[src/rtl/sha2_pkg.sv]
// Shared constants and bit functions for the SHA-256/224 compression engine:
// round constants, initial hash values, the state encoding and the working-variable struct.
package sha2_pkg;

  localparam logic [1:0] SHA2_ST_IDLE = 2'd0;
  localparam logic [1:0] SHA2_ST_COMP = 2'd1;
  localparam logic [1:0] SHA2_ST_FIN  = 2'd2;
  localparam logic [1:0] SHA2_ST_OUT  = 2'd3;

  typedef enum logic [1:0] {
    ST_IDLE = SHA2_ST_IDLE,
    ST_COMP = SHA2_ST_COMP,
    ST_FIN  = SHA2_ST_FIN,
    ST_OUT  = SHA2_ST_OUT
  } sha2_state_e;

  // a occupies the top word so the struct lines up with {H0..H7}
  typedef struct packed {
    logic [31:0] a, b, c, d, e, f, g, h;
  } sha2_work_t;

  localparam logic [255:0] SHA256_IV = {
    32'h6a09e667, 32'hbb67ae85, 32'h3c6ef372, 32'ha54ff53a,
    32'h510e527f, 32'h9b05688c, 32'h1f83d9ab, 32'h5be0cd19};
  localparam logic [255:0] SHA224_IV = {
    32'hc1059ed8, 32'h367cd507, 32'h3070dd17, 32'hf70e5939,
    32'hffc00b31, 32'h68581511, 32'h64f98fa7, 32'hbefa4fa4};

  localparam logic [31:0] SHA2_K [64] = '{
    32'h428a2f98, 32'h71374491, 32'hb5c0fbcf, 32'he9b5dba5, 32'h3956c25b, 32'h59f111f1, 32'h923f82a4, 32'hab1c5ed5,
    32'hd807aa98, 32'h12835b01, 32'h243185be, 32'h550c7dc3, 32'h72be5d74, 32'h80deb1fe, 32'h9bdc06a7, 32'hc19bf174,
    32'he49b69c1, 32'hefbe4786, 32'h0fc19dc6, 32'h240ca1cc, 32'h2de92c6f, 32'h4a7484aa, 32'h5cb0a9dc, 32'h76f988da,
    32'h983e5152, 32'ha831c66d, 32'hb00327c8, 32'hbf597fc7, 32'hc6e00bf3, 32'hd5a79147, 32'h06ca6351, 32'h14292967,
    32'h27b70a85, 32'h2e1b2138, 32'h4d2c6dfc, 32'h53380d13, 32'h650a7354, 32'h766a0abb, 32'h81c2c92e, 32'h92722c85,
    32'ha2bfe8a1, 32'ha81a664b, 32'hc24b8b70, 32'hc76c51a3, 32'hd192e819, 32'hd6990624, 32'hf40e3585, 32'h106aa070,
    32'h19a4c116, 32'h1e376c08, 32'h2748774c, 32'h34b0bcb5, 32'h391c0cb3, 32'h4ed8aa4a, 32'h5b9cca4f, 32'h682e6ff3,
    32'h748f82ee, 32'h78a5636f, 32'h84c87814, 32'h8cc70208, 32'h90befffa, 32'ha4506ceb, 32'hbef9a3f7, 32'hc67178f2};

  function automatic logic [31:0] ror(input logic [31:0] x, input int unsigned n);
    return (x >> n) | (x << (32 - n));
  endfunction

  function automatic logic [31:0] big_sigma0(input logic [31:0] x);
    return ror(x, 2) ^ ror(x, 13) ^ ror(x, 22);
  endfunction

  function automatic logic [31:0] big_sigma1(input logic [31:0] x);
    return ror(x, 6) ^ ror(x, 11) ^ ror(x, 25);
  endfunction

  function automatic logic [31:0] small_sigma0(input logic [31:0] x);
    return ror(x, 7) ^ ror(x, 18) ^ (x >> 3);
  endfunction

  function automatic logic [31:0] small_sigma1(input logic [31:0] x);
    return ror(x, 17) ^ ror(x, 19) ^ (x >> 10);
  endfunction

  function automatic logic [31:0] ch(input logic [31:0] x, input logic [31:0] y, input logic [31:0] z);
    return (x & y) ^ (~x & z);
  endfunction

  function automatic logic [31:0] maj(input logic [31:0] x, input logic [31:0] y, input logic [31:0] z);
    return (x & y) ^ (x & z) ^ (y & z);
  endfunction

  // Word-wise modulo-2^32 addition of two {H0..H7} vectors.
  function automatic logic [255:0] add_words(input logic [255:0] x, input logic [255:0] y);
    logic [255:0] s;
    for (int i = 0; i < 8; i++) s[32*i +: 32] = x[32*i +: 32] + y[32*i +: 32];
    return s;
  endfunction

endpackage

[src/rtl/sha2_round.sv]
// One purely combinational SHA-2 compression round: a..h, K[t] and W_t in, next a..h out.
module sha2_round
  import sha2_pkg::*;
(
  input  sha2_work_t  cur,
  input  logic [31:0] k,
  input  logic [31:0] w,
  output sha2_work_t  nxt
);

  logic [31:0] t1;
  logic [31:0] t2;

  always_comb begin
    t1    = cur.h + big_sigma1(cur.e) + ch(cur.e, cur.f, cur.g) + k + w;
    t2    = big_sigma0(cur.a) + maj(cur.a, cur.b, cur.c);
    nxt.a = t1 + t2;
    nxt.b = cur.a;
    nxt.c = cur.b;
    nxt.d = cur.c;
    nxt.e = cur.d + t1;
    nxt.f = cur.e;
    nxt.g = cur.f;
    nxt.h = cur.g;
  end

endmodule

[src/rtl/sha2_stream_core.sv]
// SHA-256/224 block compression engine with internal multi-block chaining,
// RPC rounds per clock and a 16-word rolling message schedule.
module sha2_stream_core
  import sha2_pkg::*;
#(
  parameter int unsigned RPC       = 1,
  parameter bit          EN_SHA224 = 1'b1
) (
  input  logic         clk,
  input  logic         rst,
  input  logic         in_valid,
  output logic         in_ready,
  input  logic [511:0] in_block,
  input  logic         in_first,
  input  logic         in_last,
  input  logic         in_mode,
  output logic         dig_valid,
  input  logic         dig_ready,
  output logic [255:0] dig_out,
  output logic         busy
);

  if (!(RPC == 1 || RPC == 2 || RPC == 4)) begin : g_bad_rpc
    $error("sha2_stream_core: RPC must be 1, 2 or 4");
  end

  sha2_state_e           state_q, state_d;
  logic [6:0]            t_q, t_d;
  logic                  last_q, last_d;
  logic                  mode_q, mode_d;
  logic                  dig_valid_q, dig_valid_d;
  logic [255:0]          h_q, h_d;
  logic [255:0]          dig_q, dig_d;
  sha2_work_t            work_q, work_d;
  logic [15:0][31:0]     win_q, win_d, win_load;
  logic [RPC+15:0][31:0] ext_w;
  sha2_work_t            round_out;
  logic [255:0]          h_sum;
  logic [255:0]          iv_sel;
  logic                  mode_sel;

  // Window entry 0 is always W_t; each cycle appends W_{t+16}..W_{t+15+RPC},
  // later entries feeding on earlier ones from the same cycle.
  function automatic logic [RPC+15:0][31:0] extend_window(input logic [15:0][31:0] win);
    logic [RPC+15:0][31:0] ext;
    ext[15:0] = win;
    for (int j = 0; j < RPC; j++)
      ext[16+j] = small_sigma1(ext[14+j]) + ext[9+j] + small_sigma0(ext[1+j]) + ext[j];
    return ext;
  endfunction

  assign ext_w = extend_window(win_q);

  always_comb begin
    for (int i = 0; i < 16; i++) win_load[i] = in_block[511 - 32*i -: 32];
  end

  for (genvar i = 0; i < RPC; i++) begin : g_rnd
    sha2_work_t cur;
    sha2_work_t nxt;
    logic [5:0] k_idx;
    assign k_idx = t_q[5:0] + 6'(i);
    if (i == 0) begin : g_head
      assign cur = work_q;
    end else begin : g_link
      assign cur = g_rnd[i-1].nxt;
    end
    sha2_round u_round (
      .cur (cur),
      .k   (SHA2_K[k_idx]),
      .w   (ext_w[i]),
      .nxt (nxt)
    );
  end

  assign round_out = g_rnd[RPC-1].nxt;
  assign h_sum     = add_words(h_q, work_q);
  assign mode_sel  = EN_SHA224 & in_mode;
  assign iv_sel    = mode_sel ? SHA224_IV : SHA256_IV;

  // Handshakes: a block transfers on a clock edge where in_valid & in_ready,
  // a digest where dig_valid & dig_ready; dig_valid/dig_out never change while waiting.
  always_comb begin
    state_d     = state_q;
    t_d         = t_q;
    last_d      = last_q;
    mode_d      = mode_q;
    h_d         = h_q;
    work_d      = work_q;
    win_d       = win_q;
    dig_d       = dig_q;
    dig_valid_d = dig_valid_q;
    case (state_q)
      ST_IDLE: begin
        if (in_valid) begin
          win_d   = win_load;
          last_d  = in_last;
          t_d     = '0;
          state_d = ST_COMP;
          if (in_first) begin
            h_d    = iv_sel;
            work_d = iv_sel;
            mode_d = mode_sel;
          end else begin
            work_d = h_q;
          end
        end
      end
      ST_COMP: begin
        work_d = round_out;
        win_d  = ext_w[RPC+15:RPC];
        t_d    = t_q + 7'(RPC);
        if (t_q + 7'(RPC) == 7'd64) state_d = ST_FIN;
      end
      ST_FIN: begin
        h_d = h_sum;
        if (last_q) begin
          dig_d       = mode_q ? {h_sum[255:32], 32'h0} : h_sum;
          dig_valid_d = 1'b1;
          state_d     = ST_OUT;
        end else begin
          state_d = ST_IDLE;
        end
      end
      ST_OUT: begin
        if (dig_ready) begin
          dig_valid_d = 1'b0;
          state_d     = ST_IDLE;
        end
      end
      default: state_d = ST_IDLE;
    endcase
  end

  always_ff @(posedge clk) begin
    if (rst) begin
      state_q     <= ST_IDLE;
      t_q         <= '0;
      last_q      <= 1'b0;
      mode_q      <= 1'b0;
      dig_valid_q <= 1'b0;
      h_q         <= SHA256_IV;
      dig_q       <= '0;
      work_q      <= '0;
      win_q       <= '0;
    end else begin
      state_q     <= state_d;
      t_q         <= t_d;
      last_q      <= last_d;
      mode_q      <= mode_d;
      dig_valid_q <= dig_valid_d;
      h_q         <= h_d;
      dig_q       <= dig_d;
      work_q      <= work_d;
      win_q       <= win_d;
    end
  end

  assign in_ready  = (state_q == ST_IDLE);
  assign busy      = (state_q != ST_IDLE);
  assign dig_valid = dig_valid_q;
  assign dig_out   = dig_q;

endmodule

[config.mk]
export PLATFORM = sky130hd
export DESIGN_NAME = sha2_stream_core
export DESIGN_NICKNAME = d
export VERILOG_FILES = /design/src/rtl/sha2_pkg.sv /design/src/rtl/sha2_round.sv /design/src/rtl/sha2_stream_core.sv
export SDC_FILE = /design/constraint.sdc
export NUM_CORES = 2
export LEC_CHECK = 0
export CAP_MARGIN = 10
export CELL_PAD_IN_SITES_DETAIL_PLACEMENT = 1
export CELL_PAD_IN_SITES_GLOBAL_PLACEMENT = 1
export CORE_UTILIZATION = 47
export DETAILED_ROUTE_END_ITERATION = 16
export PLACE_DENSITY_LB_ADDON = 0.12
export SLEW_MARGIN = 20
export SYNTH_ARGS = -nofsm -noshare
export SYNTH_HDL_FRONTEND = slang
export SYNTH_SLANG_ARGS = --single-unit
export TNS_END_PERCENT = 5
[constraint.sdc]
create_clock -name clk -period 17.5 [get_ports clk]
set_input_delay 2.625 -clock clk [delete_from_list [all_inputs] [get_ports clk]]
set_output_delay 2.625 -clock clk [all_outputs]
set_load 0.005 [all_outputs]
# --- Word level (Yosys, flattened, before mapping) ---
# Memories as Yosys holds them, arrays and structs flattened.
# Cells that the tools add are included.
totals:
  regBits: 1292
  wordCells: 120
  input_bits: 519
  memories: 1
  out_inout_bits: 259
  mem_bits_ro: 2048
op_classes:
  reduce_logical: 12
  n_mux: 20
  n_eq_ne: 8
  n_lt_le_gt_ge: 1
  bitwise: 28
  add_sub_neg: 19
mem_list:
  columns: ["name", "depth", "width", "rd", "rd_clocked_by_memory_dff", "write_ports", "line_no", "rtl"]
  rows:
  - ["(name not given)", 64, 32, 1, 0, 0, "sha2_stream_core.sv:70", ".k (SHA2_K[k_idx]),"]
ops:
  columns: ["operator", "n"]
  rows:
  - ["256-bit case mux with 2 select lines", 2]
  - ["512-bit case mux with 2 select lines", 1]
  - ["256-bit two-way mux", 3]
  - ["32-bit adder", 18]
  - ["512-bit two-way mux", 1]
  - ["32-bit bitwise XOR", 9]
  - ["32-bit bitwise AND", 5]
  - ["32-bit two-way mux", 3]
  - ["32-bit inverter", 1]
  - ["10-bit by 32-bit bitwise OR with 32-bit output", 1]
  - ["13-bit by 32-bit bitwise OR with 32-bit output", 1]
  - ["14-bit by 32-bit bitwise OR with 32-bit output", 1]
  - ["15-bit by 32-bit bitwise OR with 32-bit output", 1]
  - ["19-bit by 32-bit bitwise OR with 32-bit output", 1]
  - ["21-bit by 32-bit bitwise OR with 32-bit output", 1]
  - ["25-bit by 32-bit bitwise OR with 32-bit output", 1]
  - ["26-bit by 32-bit bitwise OR with 32-bit output", 1]
  - ["30-bit by 32-bit bitwise OR with 32-bit output", 1]
  - ["7-bit by 32-bit bitwise OR with 32-bit output", 1]
  - ["32-bit by 22-bit bitwise XOR with 32-bit output", 1]
  - ["32-bit by 29-bit bitwise XOR with 32-bit output", 1]
  - ["7-bit case mux with 2 select lines", 1]
  - ["3-bit AND reduction", 3]
  - ["2-bit two-way mux", 4]
  - ["14 further kinds", 25]

# --- Longest topological paths before layout ---
depth:
  ltp_word: 9
  ltp_mapped: 36
  depth_no_buf: 35

# --- By module ---
# From an unflattened synthesis, not the netlist that was laid out.
hier_totals:
  cells_unflattened: 10806
  hier_area_um2: 82872.0
modules_own_cells:
  columns: ["mod", "cells_per_inst", "instances", "seq_area_each_um2", "area_each_um2"]
  rows:
  - ["sha2_stream_core", 9441, 1, 25864.8, 71825.1]
  - ["sha2_round", 1365, 1, 0.0, 11046.8]

# --- Worst setup path after synthesis ---
# Ideal clock, no wire load.
synth_timing:
  kind: "reg2reg"
  startpoint: "register t_q[2]"
  endpoint: "register work_q (netlist bit g_rnd[0].cur[255])"
  synth_period_minus_slack_ns: 7.684
  arrival_time_ns: 7.572
  n_path_buf: 2
  required_ns: 17.388
  setup_ns: 0.112
  setup_slack_ns: 9.816
  stages_incl_launch_ff: 34
  path_cell_list: "dfxtp_1 > inv_1 > clkbuf_1 > clkbuf_1 > ha_1 > mux2i_1 > a221oi_1 > a221oi_1 > or2_2 > fa_1 > inv_1 > ha_1 > inv_1 > fa_1 > nand2b_1 > a21o_1 > a211o_1 > a21oi_1 > a21oi_1 > o21ai_0 > a21o_1 > a21oi_1 > xnor2_1 > fa_1 > ha_1 > and3_1 > nand2_1 > a21o_1 > o21ai_0 > nand3_1 > a211o_1 > o31a_1 > xnor2_1 > a2111oi_1"
synth_via:
  elab_chain_len: 8
synth_rtl:
  columns: ["element", "line_no", "rtl"]
  rows:
  - ["start: declaration", "sha2_stream_core.sv:28", "logic [6:0] t_q, t_d;"]
  - ["start signal: assignment", "sha2_stream_core.sv:148", "t_q <= t_d;"]
  - ["6-bit inverter with 7-bit output (not written as such)", "sha2_stream_core.sv:70", null]
  - ["memory 64 x 32 bit", null, null]
  - ["32-bit two-way mux (not written as such) (2 in a row)", "sha2_stream_core.sv:70", null]
  - ["32-bit adder (2 in a row)", "sha2_round.sv:15", "t1 = cur.h + big_sigma1(cur.e) + ch(cur.e, cur.f, cur.g) + k + w;"]
  - ["32-bit adder", "sha2_round.sv:17", "nxt.a = t1 + t2;"]
  - ["256-bit case mux with 2 select lines", "sha2_stream_core.sv:93", "case (state_q)"]
  - ["end signal: assignment", "sha2_stream_core.sv:154", "work_q <= work_d;"]
  - ["end: declaration", "sha2_stream_core.sv:34", "sha2_work_t work_q, work_d;"]
# Every way passes these cells. The select of a mux whose other input is x is not followed.
# A chain may end at the register's enable or synchronous reset.

# --- Worst setup path in the final report ---
layout_timing:
  startpoint: "register t_q[0]"
  endpoint: "register work_q (netlist bit g_rnd[0].cur[253])"
# The elaborated chain is that of the path after synthesis.

==> flow_summary.ini <==
[floorplanning]
die_x_um = 415
coreArea_mm2 = 0.169
start_util_pct = 47.3
num_rows = 151
io_pins = 778
die-area_mm2 = 0.172
die_y_um = 415

[setup_path]
critPathMaxStageDelay_ps = 710
cp.buffers_inverters = 4
crit_cells = 33
slowest_stage = ha_1
required_ps = 18240
rrSetupSlack_ps = 7920
cp_top_family = compound AO/OA/AOI/OAI gates
cp.arrival_ps = 10320
endpoint_kind = flip-flop
cp_max_fo = 20
criticalPathCategory = reg -> reg
r2r_cells = 33
cp-start-kind = flip-flop

[route]
antenna_left = 0
drt_pre_antenna_iters = 8
via_count = 82400
drt_wl_total_um = 372000
drc = 0
wire_per_inst_um = 28.8
first_iter_violations = 8821
viasPerCell = 6.40

[sta]
worst_pin_slew_ps = 1290
rsz0062_at_grt = no
fin_ws_ps = 7920
maxSlewViolCount = 0
relSlewSlack_pct = 13.7
post-route-min-period_ps = 9580
min_period_over_period_pct = 54.8
setup-tns-final_ps = 0
fmax_mhz = 104
hold_violations = 0
skew_ps = 43.3
finalSetupViolations = 0

[pwr]
ir_worst_vdd_uv = 371
p_int_mw = 11.7
switching_share_pct = 52.4
pwr-share-clk_pct = 13.4
p_leak_nw = 37.4
combPwrFrac_pct = 71.5
seq_power_share_pct = 15.1
powerDensity_mw_per_mm2 = 262
p_sw_mw = 12.9

[yosys]
syn_inst = 10400
synth_seq_cells = 1292
syn_avg_cell_area_um2 = 7.74
synth_edf_count = 0
synth_cell_types = 94
seq_area_frac_synth_pct = 32.3
syn_area_mm2 = 0.0801
synth_ff_type = dfxtp_1
syn_nets = 11500
ys_warn_count = 0
synthArstFlopShare_pct = 0

[flow_run]
cap_violations = 0

[grt]
grt_max_degree = 295
antenna_found_initial = 36
grtUsageMet2_pct = 66.5
grt_busiest_layer = met2
grt_pass1_vias = 83200
grt_pass1_wl_um = 543000
grt_use_total_pct = 41.7
grt_overflow = 0
grtUsageMet3_pct = 8.86
use_met1_pct = 50.3

[placement]
hpwl_um = 274000
dp_slack_ps = 8130
routabilityCongestion = 0.999
place_inst = 12600
portBuffers = 777

[cells_and_area]
final_cells = 12900
drive_above_1_share_pct = 4.51
fillers = 20400
fin_nets = 11700
area.growth.synth_to_final_pct = 17.0

[clock_tree]
post-cts-setup-buffer-count = 0
cts_buffers = 149
cts_resized = 0
clockBufferDepth = 3
cts.clk_slew.worst_paths_ps = 60
htree_levels = 4
cts_root_buf = clkbuf_16
clk_latency_ps = 870
cts_tree = built
clock_sinks = 1292
cts-hold-fix-buffers = 0

[min_path]
hold_class = reg -> reg
min_path_cells = 2

[status]
status = finished clean
-- area by class of cell --
class | count | area [µm²] | area share, %
tap | 2218 | 2780 | 2.96
sequential | 1292 | 25900 | 27.6
multi-input combinational | 7757 | 49500 | 52.8
clock buffer | 215 | 4450 | 4.75
timing repair buffer | 898 | 8830 | 9.42
inverter | 449 | 1690 | 1.80
antenna | 11 | 27.5 | 0.0294
clock inverter | 46 | 583 | 0.622
-- cell families (layout without fill, tap and decap cells) --
| logic type | count (synthesis) | after routing | share of synthesized area (%) |
|---|---|---|---|
| AND/OR/NAND/NOR | 3794 | 3794 | 19.8 |
| adder cells (fa/ha/maj) | 610 | 610 | 11.3 |
| flip-flops | 1292 | 1292 | 32.3 |
| multiplexers | 54 | 54 | 0.820 |
| other | 0 | 11 | 0 |
| AO/OA/AOI/OAI | 2713 | 2713 | 23.3 |
| XOR/XNOR | 586 | 586 | 6.40 |
| buffers and inverters | 1302 | 1608 | 6.12 |
-- registers in the layout (all words and copies together) (netlist names) --
register   flops
ext_w        512
dig_out      256
g_rnd.cur    256
h_q          256
t_q            7
state_q        2
dig_valid      1
last_q         1
mode_q         1
-- cell usage in the layout, fill, tap and decap left out, types with 25 or more instances in the layout --
cell and count:
clkdlybuf4s50_1 775, o21a_1 60, a31oi_1 56, nor2b_1 50, nand4_1 27, o21bai_1 49, a2111oi_0 52, clkbuf_16 155
and3_1 101, fa_1 195, inv_1 443, clkbuf_8 35, a21o_1 188, ha_1 393, clkbuf_1 25, or3_1 32
nor3_1 252, mux2_2 33, o31ai_1 32, a221oi_1 42, o21ai_0 348, a211oi_1 277, buf_4 111, o22ai_1 28
nand2b_1 67, xnor2_1 383, nand3_1 159, xor2_1 203, a21oi_1 752, nand2_1 1815, a311oi_1 562, dfxtp_1 1288
o211ai_1 70, nor2_1 1162
-- tightest hold or removal path, cell delays in order (launching register included) --
cell and delay [ps]:
dfxtp_1 310, nand2_1 50, a21oi_1 50
-- synth_stat cells, types with 56 or more instances --
library cell | n | area share, %
xor2_1 | 203 | 2.2
a21oi_1 | 752 | 4.7
a21o_1 | 188 | 1.8
nor2_1 | 1169 | 5.5
nand2_1 | 1820 | 8.5
ha_1 | 393 | 6.1
xnor2_1 | 383 | 4.2
a311oi_1 | 562 | 6.1
and3_1 | 101 | 0.79
inv_1 | 445 | 2.1
nand2b_1 | 69 | 0.54
nand3_1 | 159 | 0.99
dfxtp_1 | 1292 | 32
clkbuf_1 | 795 | 3.7
fa_1 | 195 | 4.9
o211ai_1 | 70 | 0.66
a31oi_1 | 56 | 0.44
nor3_1 | 252 | 1.6
o21a_1 | 60 | 0.56
o21ai_0 | 348 | 2.2
a211oi_1 | 277 | 2.6
-- layer usage --
metal  wire (µm)  vias up
li1            -    36500
met1      142000    40800
met2      168000     3900
met3       31400     1145
met4       29200       40
met5         269        -
-- through the flow --
stage                     total power, mW  util (%)  hold slack (ps)  area (µm²)
after global placement               20.7      52.3              441       88600
after floorplan                      15.4         -              437       80100
after CTS                            24.3      55.3              453       93600
after detailed placement             20.9      52.3              444       88600
final                                24.6      55.4              451       93700
after global routing                 26.2      55.4              477       93700
-- power groups by stage --
stage | clock, mW | combinational, mW | sequential (mW)
final | 3.29 | 17.6 | 3.70
after global routing | 3.41 | 19.1 | 3.70
after CTS | 3.30 | 17.3 | 3.67
after detailed placement | 0 | 17.2 | 3.73
after global placement | 0 | 16.9 | 3.72
after floorplan | 0 | 12.0 | 3.40
-- final timing paths --
| kind | start | end |
|---|---|---|
| setup / recovery | t_q[0] | g_rnd[0].cur[253] |
| hold / removal | dig_out[1] | dig_out[1] |
| setup reg to reg | t_q[0] | g_rnd[0].cur[253] |
| hold reg to reg | dig_out[1] | dig_out[1] |
(Power assumes the default switching activity.)
